`src/rtl/global_reset_gen.sv`:
```
// ---------------------------------------------------------------------------
// global_reset_gen
//   System reset generator. Asserts the system reset asynchronously as soon
//   as the reset request rises. Releases it synchronously to clk after
//   SYNC_STAGES synchronizer flops and a further HOLD_CYCLES stretch cycles.
//
//   Release timing: edge 1 is the first clk edge that samples rst_in low.
//   rst falls on edge SYNC_STAGES + HOLD_CYCLES.
//
//   Power-up state is the same as the asynchronously set state (sync chain
//   all ones, counter zero, rst=1, rst_n=0). FPGA flows should map the
//   async-set values onto the flop configuration init values.
//
// Parameters
//   SYNC_STAGES  number of release-synchronizer flops (2..8)
//   HOLD_CYCLES  clk cycles of reset stretch after sync release (0..2^24-1)
//
// Ports
//   clk     in   system clock (48 MHz nominal)
//   rst_in  in   asynchronous, active-high reset request
//   rst     out  active-high system reset, registered
//   rst_n   out  active-low system reset, registered complement of rst
// ---------------------------------------------------------------------------
// state      | meaning
// -----------+--------------------------------------------------------------
// ST_ASSERT  | rst_in high or just released; everything held in reset
// ST_SYNC    | zeros shifting through the release synchronizer
// ST_HOLD    | synchronizer released, hold counter stretching the reset
// ST_RUN     | reset released; stays here until rst_in rises again
// ---------------------------------------------------------------------------
module global_reset_gen #(
    parameter int unsigned SYNC_STAGES = 2,
    parameter int unsigned HOLD_CYCLES = 4096
) (
    input  logic clk,
    input  logic rst_in,
    output logic rst,
    output logic rst_n
);

    localparam int unsigned CNT_W = (HOLD_CYCLES == 0) ? 1 : $clog2(HOLD_CYCLES + 1);
    localparam logic [CNT_W-1:0] HOLD_VAL = CNT_W'(HOLD_CYCLES);

    typedef enum logic [1:0] {
        ST_ASSERT = 2'd0,
        ST_SYNC   = 2'd1,
        ST_HOLD   = 2'd2,
        ST_RUN    = 2'd3
    } state_t;

    state_t                 state_q, state_d;
    logic [SYNC_STAGES-1:0] sync_q, sync_d;
    logic [CNT_W-1:0]       cnt_q, cnt_d;
    logic                   rst_q, rst_n_q;

    always_comb begin
        sync_d  = {sync_q[SYNC_STAGES-2:0], 1'b0};

        // Counter is held at zero while the synchronizer output is still 1,
        // then counts up and saturates so it can never wrap.
        cnt_d = cnt_q;
        if (sync_q[SYNC_STAGES-1]) begin
            cnt_d = '0;
        end else if (cnt_q != HOLD_VAL) begin
            cnt_d = cnt_q + CNT_W'(1);
        end

        // Next state is decided from the next-cycle chain/counter values so
        // the registered rst can drop on the exact edge the release completes.
        state_d = state_q;
        unique case (state_q)
            ST_ASSERT: state_d = ST_SYNC;
            ST_SYNC: begin
                if (!sync_d[SYNC_STAGES-1]) begin
                    state_d = (cnt_d == HOLD_VAL) ? ST_RUN : ST_HOLD;
                end
            end
            ST_HOLD: begin
                if (cnt_d == HOLD_VAL) begin
                    state_d = ST_RUN;
                end
            end
            ST_RUN:  state_d = ST_RUN;
            default: state_d = ST_ASSERT;
        endcase
    end

    always_ff @(posedge clk or posedge rst_in) begin
        if (rst_in) begin
            state_q <= ST_ASSERT;
            sync_q  <= '1;
            cnt_q   <= '0;
            rst_q   <= 1'b1;
            rst_n_q <= 1'b0;
        end else begin
            state_q <= state_d;
            sync_q  <= sync_d;
            cnt_q   <= cnt_d;
            rst_q   <= (state_d != ST_RUN);
            rst_n_q <= (state_d == ST_RUN);
        end
    end

    // Both outputs come straight from flops so they cannot glitch.
    assign rst   = rst_q;
    assign rst_n = rst_n_q;

endmodule

```
`config.mk`:
```
export PLATFORM = sky130hd
export DESIGN_NAME = global_reset_gen
export DESIGN_NICKNAME = d
export VERILOG_FILES = /design/src/rtl/global_reset_gen.sv
export SDC_FILE = /design/constraint.sdc
export NUM_CORES = 1
export LEC_CHECK = 0
export ABC_AREA = 1
export BUFFER_PORTS_ARGS = -buffer_cell sky130_fd_sc_hd__buf_2
export CAP_MARGIN = 25
export CORE_ASPECT_RATIO = 0.8
export CORE_UTILIZATION = 44
export CTS_BUF_LIST = sky130_fd_sc_hd__clkbuf_8 sky130_fd_sc_hd__clkbuf_16
export DETAILED_ROUTE_END_ITERATION = 12
export GPL_ROUTABILITY_DRIVEN = 0
export GPL_TIMING_DRIVEN = 0
export PLACE_DENSITY = 0.69
export SYNTH_ARGS = -nofsm -noshare
export SYNTH_HDL_FRONTEND = slang
export SYNTH_SLANG_ARGS = --single-unit
```
`constraint.sdc`:
```
create_clock -name clk -period 1.4 [get_ports clk]
set_input_delay 0 -clock clk [delete_from_list [all_inputs] [get_ports clk]]
set_output_delay 0 -clock clk [all_outputs]
set_load 0.01 [all_outputs]
```
==> results of run 1 <==
[repair_timing]
| action | 4_1_cts | 5_1_grt |
|---|---|---|
| pin swaps | 11 | 14 |
| endpoints found under the hold margin | 16 | 0 |
| hold buffers | 1 | 0 |
| gates resized for setup | 10 | 24 |
| setup buffers | 8 | 3 |
| endpoints found under the setup margin | 3 | 6 |
[layer usage]
metal / share of wire (%) / up-vias
li1: - / 476
met1: 44 / 438
met2: 49 / 20
met3: 5.0 / 6
met4: 2.5 / 0
met5: 0 / -
[worst max-delay path: cells and delay by family (launching register included)]
kind          cells  cell delay [ns]
flops             1             0.45
simple gates     11             0.87
fa+ha+maj         1             0.15
buf+inv           2             0.13
[power breakdown]
part | leakage (nW) | internal [mW] | switching, mW
Sequential | 0.239 | 0.616 | 0.0305
Combinational | 0.450 | 0.109 | 0.131
Clock | 0.0217 | 0.201 | 0.199
Total | 0.711 | 0.926 | 0.361
[sequential cells by signal (all words and copies together), names as in the netlist]
name     flops
cnt_q       13
rst          1
state_q      2
rst_n        1
sync_q       2
[cells in the final DEF, fill, tap and decap left out]
master	synthesis	final
and2_1	1	1
xor2_1	1	1
buf_4	0	8
dfrtp_2	0	3
nand3_4	0	2
nand3_1	19	12
o21ai_0	1	1
dfrtp_1	16	13
nand2_2	0	4
nor2_4	1	4
clkbuf_8	0	3
ha_4	0	2
nor2_1	22	17
nand3_2	1	6
nor3_2	0	1
clkinvlp_4	0	1
buf_2	0	3
inv_1	26	22
inv_2	0	4
dfstp_2	3	3
nand4_1	3	3
conb_1	1	1
dlygate4sd3_1	0	1
buf_6	1	4
a21oi_1	5	5
nor2_2	2	4
nand2_1	38	34
[worst max-delay path by stage]
| stage | depth (start not counted) | endpoint | from | slack [ns] |
|---|---|---|---|---|
| 6_report | 14 | rst | cnt_q[0] | -0.26 |
| 5_1_grt | 14 | rst | cnt_q[1] | -0.41 |
| 4_1_cts | 13 | rst | cnt_q[1] | -0.27 |
| 3_5_place_dp | 12 | rst | cnt_q[0] | -0.34 |
| 3_3_place_gp | 11 | rst_n | cnt_q[0] | -0.28 |
| 2_1_floorplan | 13 | rst | cnt_q[0] | -0.07 |
[logic make-up after synthesis]
logic type | count (synthesis)
and+or+nand+nor | 88
buffers and inverters | 27
DFF | 19
AOI/OAI and AO/OA | 6
adders and majority gates | 2
xor gates and xnor gates | 1
other | 1
[per-stage QoR]
step	util (%)	hold WS (ns)	total power, mW
finish	61.9	0.367	1.29
global route	61.9	0.370	1.35
CTS	56.7	0.368	1.26
detailed placement	49.7	0.154	0.818
global placement	49.7	0.147	0.803
floorplan	-	-0.0511	0.757
[layout make-up]
cell class	instances	share of cell area, %
Timing Repair Buffer	15	8.74
Clock inverter	1	0.552
Tap cell	25	2.30
Sequential cell	19	35.5
Multi-Input combinational cell	98	41.9
Clock buffer	3	3.04
Buffer	1	0.828
Inverter	26	7.18
==> results.yml, run 1 <==
yosys:
  synth_area_per_cell_um2: 7.22
  synthFlopType: "dfrtp_1"
  synthTopCellsByArea: "dfrtp_1, nand2_1, inv_1"
  synth_nets: 148
  ys_types: 18
  synth-xor-area-share_pct: 0.842
  seq_area_frac_synth_pct: 46.1
  synth_cells: 144
  yosysTopAreaCellShare_pct: 38.5
  synth_common_cells: "nand2_1, inv_1, nor2_1"
  synthMuxAreaShare_pct: 0
  yosys.area_share.simple_pct: 36.9
  synth_compound_gate_area_share_pct: 2.89
  yosysWarningCount: 0
  syn_area_mm2: 0.00104
  async_flop_share_pct: 100
  synthAdderAreaFrac_pct: 2.41
  synth_edf_count: 0
  yosysMostFrequentCell: "nand2_1"
  yosysTopAreaCell: "dfrtp_1"
  synth-seq-cells: 19
  synth_top_family_by_area: "simple AND/OR/NAND/NOR gates"
layout:
  syn2layout_area_growth_pct: 30.8
  diodes: 0
  finalNonFillerCells: 188
  final_area_mm2: 0.00136
  multi_input_area_um2: 569
  fin_nets: 168
  layout-drive-gt1-share_pct: 31.9
  final-seq-area_um2: 483
  nFillCells: 193
critical_path:
  arrival_ns: 1.86
  path_class: "reg2reg"
  path_max_fanout: 3
  path_cells: "inv_2 > ha_4 > inv_2 > nor2_4 > nand2_2 > nor2_4 > nand2_2 > nand2_1 > nand3_2 > nand3_2 > nor2_2 > nand2_1 > nand2_1 > nand2_1"
  rr_endpoint: "rst"
  cp-start-kind: "flop"
  r2r_slack_ns: -0.26
  cp_slowest_stage_delay_ns: 0.45
  crit_path_end_kind: "flop"
  cp_common_cell: "nand2_1"
  r2r-start: "cnt_q[0]"
  required_ns: 1.61
  slowest_stage: "dfrtp_2"
  reg2reg_depth: 14
sta:
  fmax_mhz: 604
  setup_viol: 4
  post-route-worst-setup-slack_ns: -0.257
  rsz0062_at_grt: "true"
  fin_crit_ns: 1.66
  drv_slew: 0
  hold_viol: 0
  fin_skew_ns: 0.00447
  min_period_over_period_pct: 118
  setup_tns_ns: -0.812
  relSlewSlack_pct: 52.0
  worst_pin_slew_ns: 0.719
clock_network:
  clkSinkCount: 19
  cts_buffers: 3
  cts.htree.levels: 1
  cts_buffer_depth: 2
  clock_latency_ns: 0.26
  clk_pin_slew_ns: 0.08
  cts_tree: "built"
  clockRootBuffer: "clkbuf_8"
placement:
  port_buffers: 3
  dpl.hpwl_um: 1470
  dp.cells: 172
  place_area_mm2: 0.00109
  pre_cts_ws_ns: -0.345
die:
  core_mm2: 0.00220
  ios: 4
  die_area_mm2: 0.00256
  die_x_um: 56.4
  initial_core_util_pct: 47.4
  rows: 15
  chipHeight_um: 45.5
worst_hold_path:
  min_path_type: "reg2reg"
  hold_depth: 0
  hp-start: "sync_q[0]"
  whs_endpoint: "sync_q[1]"
flow_run:
  cap_violations: 0
detailed_routing:
  via_count: 940
  firstDrtPassIters: 4
  drtAntennaViolNets: 0
  drc_errors: 0
  wl_per_cell_um: 11.7
  drt-total-wl_um: 2200
  drtIter0Drc: 44
  vias_per_cell: 5.00
global_route:
  busiest_layer: "met2"
  grt_pass1_vias: 784
  grt_remaining_overflow: 0
  grt_use_met2_pct: 29.8
  grt_antenna_before_repair: 0
  track_usage_pct: 18.7
  met1_usage_pct: 22.5
  grt_pass1_wl_um: 3420
  grt_max_degree: 20
  met3_usage_pct: 5.97
power:
  p_leak_nw: 0.711
  power_density_mw_per_mm2: 946
  ir_drop_mv: 0.899
status:
  status: "finished with violations"
  violations: "negative setup slack"
No activity file was read; power rests on OpenSTA's default activity.
==> inputs of run 2 (changes only) <==
- BUFFER_PORTS_ARGS: -buffer_cell sky130_fd_sc_hd__buf_2 -> -buffer_cell sky130_fd_sc_hd__buf_4
==> results.yml, run 2 (same netlist as run 1, synthesis figures left out) <==
status:
  status: "finished with violations"
  violations: "negative setup slack"
worst_hold_path:
  min_path_type: "reg2reg"
  hp-start: "sync_q[0]"
  whs_endpoint: "sync_q[1]"
  hold_depth: 0
critical_path:
  cp-start-kind: "flop"
  arrival_ns: 1.94
  reg2reg_depth: 14
  r2r_slack_ns: -0.34
  path_max_fanout: 4
  rr_endpoint: "rst"
  path_class: "reg2reg"
  crit_path_end_kind: "flop"
  r2r-start: "cnt_q[0]"
  required_ns: 1.59
sta:
  min_period_over_period_pct: 124
  fmax_mhz: 574
  setup_viol: 5
  fin_crit_ns: 1.74
  post-route-worst-setup-slack_ns: -0.341
  rsz0062_at_grt: "true"
  drv_slew: 0
  hold_viol: 0
  fin_skew_ns: 0.00821
  worst_pin_slew_ns: 0.736
  relSlewSlack_pct: 50.9
layout:
  finalNonFillerCells: 186
  largest_register_ffs: 13
  reg_top3: "cnt_q (13), state_q (2), sync_q (2)"
  final_area_mm2: 0.00132
  syn2layout_area_growth_pct: 27.0
  final_common_cell: "nand2_1"
  mostFrequentLayoutCells: "nand2_1, inv_1, nor2_1, dfrtp_1, nand3_1"
  largest_register: "cnt_q"
  layout-drive-gt1-share_pct: 29.8
  diodes: 0
  fin_nets: 166
detailed_routing:
  wl_per_cell_um: 12.9
  drc_errors: 0
  drtAntennaViolNets: 0
  drt-total-wl_um: 2400
  firstDrtPassIters: 5
  drtIter0Drc: 25
  vias_per_cell: 5.06
  via_count: 942
placement:
  place_area_mm2: 0.00110
  port_buffers: 3
  pre_cts_ws_ns: -0.350
  dpl.hpwl_um: 1520
  dp.cells: 172
clock_network:
  cts.htree.levels: 1
  clkSinkCount: 19
  cts_buffer_depth: 2
  clk_pin_slew_ns: 0.07
  clockRootBuffer: "clkbuf_8"
  cts_buffers: 3
  cts_tree: "built"
  clock_latency_ns: 0.26
power:
  power.total_mw: 1.27
  p_sw_mw: 0.340
  power_density_mw_per_mm2: 960
  p_comb_share_pct: 19.2
  ir_drop_mv: 0.906
  swShare_pct: 26.9
  internal_power_mw: 0.927
  power_frac_clock_pct: 29.7
  pwr-share-seq_pct: 51.1
  p_leak_nw: 0.706
global_route:
  grt_pass1_wl_um: 3590
  grt_pass1_vias: 833
  track_usage_pct: 19.0
  grt_antenna_before_repair: 0
  grt_remaining_overflow: 0
  grt_max_degree: 20
die:
  ios: 4
  rows: 15
  die_area_mm2: 0.00256
  core_mm2: 0.00220
  chipHeight_um: 45.5
  initial_core_util_pct: 47.4
  die_x_um: 56.4
flow_run:
  cap_violations: 0
[run 2: worst max-delay path by stage]
stage,cells past startpoint,end,from,slack (ns)
3_3_place_gp,11,rst_n,cnt_q[0],-0.29
3_5_place_dp,12,rst,cnt_q[0],-0.35
2_1_floorplan,13,rst,cnt_q[0],-0.07
6_report,14,rst,cnt_q[0],-0.34
4_1_cts,14,rst,cnt_q[0],-0.30
5_1_grt,14,rst,cnt_q[0],-0.46
[run 2: final cells by class]
cell class | instances | area (um^2)
timing repair buffer | 13 | 108
buffer | 1 | 11.3
clock buffer | 3 | 41.3
fill | 187 | 876
clock inverter | 1 | 5.00
multi-input combinational | 98 | 544
inverter | 26 | 97.6
sequential | 19 | 482
tap | 25 | 31.3
[run 2: power groups by stage]
stage | Combinational (mW) | Sequential (mW) | Clock, mW
final | 0.243 | 0.648 | 0.376
after global placement | 0.173 | 0.649 | 0
after CTS | 0.217 | 0.645 | 0.389
after floorplan | 0.0929 | 0.664 | 0
after global routing | 0.268 | 0.654 | 0.418
after detailed placement | 0.181 | 0.654 | 0
[run 2: critical path: stages, from the launching register on]
cell	delay [ns]
dfrtp_2	0.46
inv_2	0.09
ha_4	0.14
inv_2	0.03
nor2_2	0.11
nand2_2	0.08
nor2_4	0.14
nand2_2	0.11
nand2_2	0.09
nand3_2	0.09
nand3_2	0.09
nor2_2	0.04
nand2_1	0.07
nand2_1	0.07
nand2_1	0.07
[run 2: metrics by stage]
stage                     hold WS, ns  util (%)  setup TNS (ns)
after floorplan               -0.0511         -          -0.186
after global placement          0.162      50.0          -0.791
after detailed placement        0.168      50.0          -0.985
after CTS                       0.367      56.1          -0.999
after global routing            0.369      60.1           -1.71
final                           0.366      60.1           -1.27
[run 2: routing by layer]
| metal | GRT usage (%) | vias to the layer above | part of all wire, % |
|---|---|---|---|
| met1 | 23.7 | 447 | 46 |
| met2 | 31.2 | 14 | 48 |
| met5 | 0 | - | 0 |
| met3 | 6.53 | 7 | 3.5 |
| li1 | - | 474 | - |
| met4 | 7.32 | 0 | 2.2 |
[run 2: timing repair]
item / in CTS / in global routing
resized for setup: 13 / 16
endpoints found under the hold margin: 16 / 0
setup endpoints to repair: 3 / 6
pin swaps: 11 / 8
buffers inserted: 4 / 5
hold buffers: 1 / 0
==> inputs of run 3 (changes only) <==
- PLACE_DENSITY: 0.69 -> 0.72
- TNS_END_PERCENT: default -> 30
==> results.yml, run 3 (same netlist as run 1, synthesis figures left out) <==
die:
  die_x_um: 56.4
  ios: 4
  rows: 15
  initial_core_util_pct: 47.4
  chipHeight_um: 45.5
  die_area_mm2: 0.00256
  core_mm2: 0.00220
global_route:
  grt_max_degree: 20
  track_usage_pct: 20.1
  grt_use_met2_pct: 35.7
  busiest_layer: "met2"
  grt_remaining_overflow: 0
  met1_usage_pct: 23.6
  grt_pass1_vias: 913
  grt_antenna_before_repair: 0
  grt_pass1_wl_um: 3750
  met3_usage_pct: 6.25
placement:
  dpl.hpwl_um: 1600
  pre_cts_ws_ns: -0.377
  port_buffers: 3
detailed_routing:
  via_count: 963
  vias_per_cell: 5.21
  drt-total-wl_um: 2360
  drtAntennaViolNets: 0
  wl_per_cell_um: 12.7
  firstDrtPassIters: 4
  drc_errors: 0
  drtIter0Drc: 50
layout:
  largest_register: "cnt_q"
  fin_nets: 165
  syn2layout_area_growth_pct: 24.5
  final_common_cell: "nand2_1"
  mostFrequentLayoutCells: "nand2_1, inv_1, nor2_1, dfrtp_1, nand3_1"
  layout-drive-gt1-share_pct: 26.3
  diodes: 0
  largest_register_ffs: 13
  utilization_pct: 59.0
  reg_top3: "cnt_q (13), state_q (2), sync_q (2)"
critical_path:
  required_ns: 1.59
  path_class: "reg2reg"
  cp_slowest_stage_delay_ns: 0.41
  slowest_stage: "dfrtp_2"
  reg2reg_depth: 12
  path_cells: "buf_4 > nand3_2 > nor2_4 > nand2_1 > nand2_1 > nor2_1 > nor2_1 > nand2_1 > nor2_2 > nand2_2 > nand2_1 > nand2_1"
  path_max_fanout: 8
  cp-start-kind: "flop"
  arrival_ns: 1.86
  cp_common_cell: "nand2_1"
  crit_family: "simple AND/OR/NAND/NOR gates"
  cp.depth: 12
  crit_path_end_kind: "flop"
  crit_buf_inv: 1
sta:
  fin_skew_ns: 0.00112
  post-route-worst-setup-slack_ns: -0.266
  hold_viol: 0
  fin_crit_ns: 1.67
  setup_viol: 3
  fmax_mhz: 600
  worst_pin_slew_ns: 0.722
  relSlewSlack_pct: 51.8
  drv_slew: 0
  rsz0062_at_grt: "true"
  min_period_over_period_pct: 119
worst_hold_path:
  min_path_type: "reg2reg"
  hold_depth: 0
clock_network:
  clkSinkCount: 19
  clockRootBuffer: "clkbuf_8"
  cts.htree.levels: 1
  clk_pin_slew_ns: 0.07
  cts_buffers: 3
  cts_tree: "built"
  clock_latency_ns: 0.26
  cts_buffer_depth: 2
power:
  power_density_mw_per_mm2: 980
  p_leak_nw: 0.694
  ir_drop_mv: 1.12
flow_run:
  cap_violations: 0
status:
  violations: "negative setup slack"
  status: "finished with violations"
-- run 3: cell types whose count changed in the layout (fill, tap and decap cells not counted), sizes merged --
cell      before  now
buf           13   12
clkinv         1    0
clkinvlp       0    1
-- run 3: repair_timing --
item / in CTS / in global routing
hold buffers: 1 / 0
hold endpoints to repair: 16 / 0
endpoints found under the setup margin: 3 / 5
pin swaps: 7 / 5
gates resized for setup: 12 / 10
buffers inserted: 7 / 1
-- run 3: metal layers --
| metal | vias to the layer above | wire length (um) |
|---|---|---|
| met5 | - | 0 |
| met4 | 0 | 39 |
| met3 | 6 | 114 |
| met2 | 27 | 1190 |
| met1 | 455 | 1020 |
| li1 | 475 | - |
-- run 3: path summary, 6_finish.rpt --
| kind | start | end | slack [ns] |
|---|---|---|---|
| max | cnt_q[0] | rst | -0.27 |
| min | sync_q[0] | sync_q[1] | 0.37 |
| max reg2reg | cnt_q[0] | rst | -0.27 |
| min reg2reg | sync_q[0] | sync_q[1] | 0.37 |
| max in group asynchronous | rst_in | cnt_q[0] | 0.48 |
| min in group asynchronous | rst_in | state_q[0] | 0.42 |
-- run 3: through the flow --
step | instance area, um^2 | hold slack [ns] | power [mW] | setup TNS (ns) | instances
after floorplan | 1040 | -0.0511 | 0.757 | -0.186 | 144
after global placement | 1100 | 0.158 | 0.822 | -0.748 | 172
after detailed placement | 1100 | 0.171 | 0.837 | -1.04 | 172
after CTS | 1250 | 0.374 | 1.27 | -0.715 | 184
after global routing | 1290 | 0.378 | 1.34 | -1.08 | 185
final | 1290 | 0.370 | 1.27 | -0.728 | 185
-- run 3: layout make-up --
class / instances / area [um^2]
tap: 25 / 31.3
multi-input combinational: 98 / 532
inverter: 26 / 97.6
fill: 204 / 901
buffer: 1 / 11.3
timing repair buffer: 12 / 92.6
clock buffer: 3 / 41.3
sequential: 19 / 482
clock inverter: 1 / 7.51
-- run 3: where the power goes --
part | switching, mW | internal, mW | leakage (nW) | total, mW
registers | 0.0308 | 0.616 | 0.241 | 0.647
clock network | 0.192 | 0.201 | 0.0217 | 0.393
logic | 0.121 | 0.108 | 0.432 | 0.229
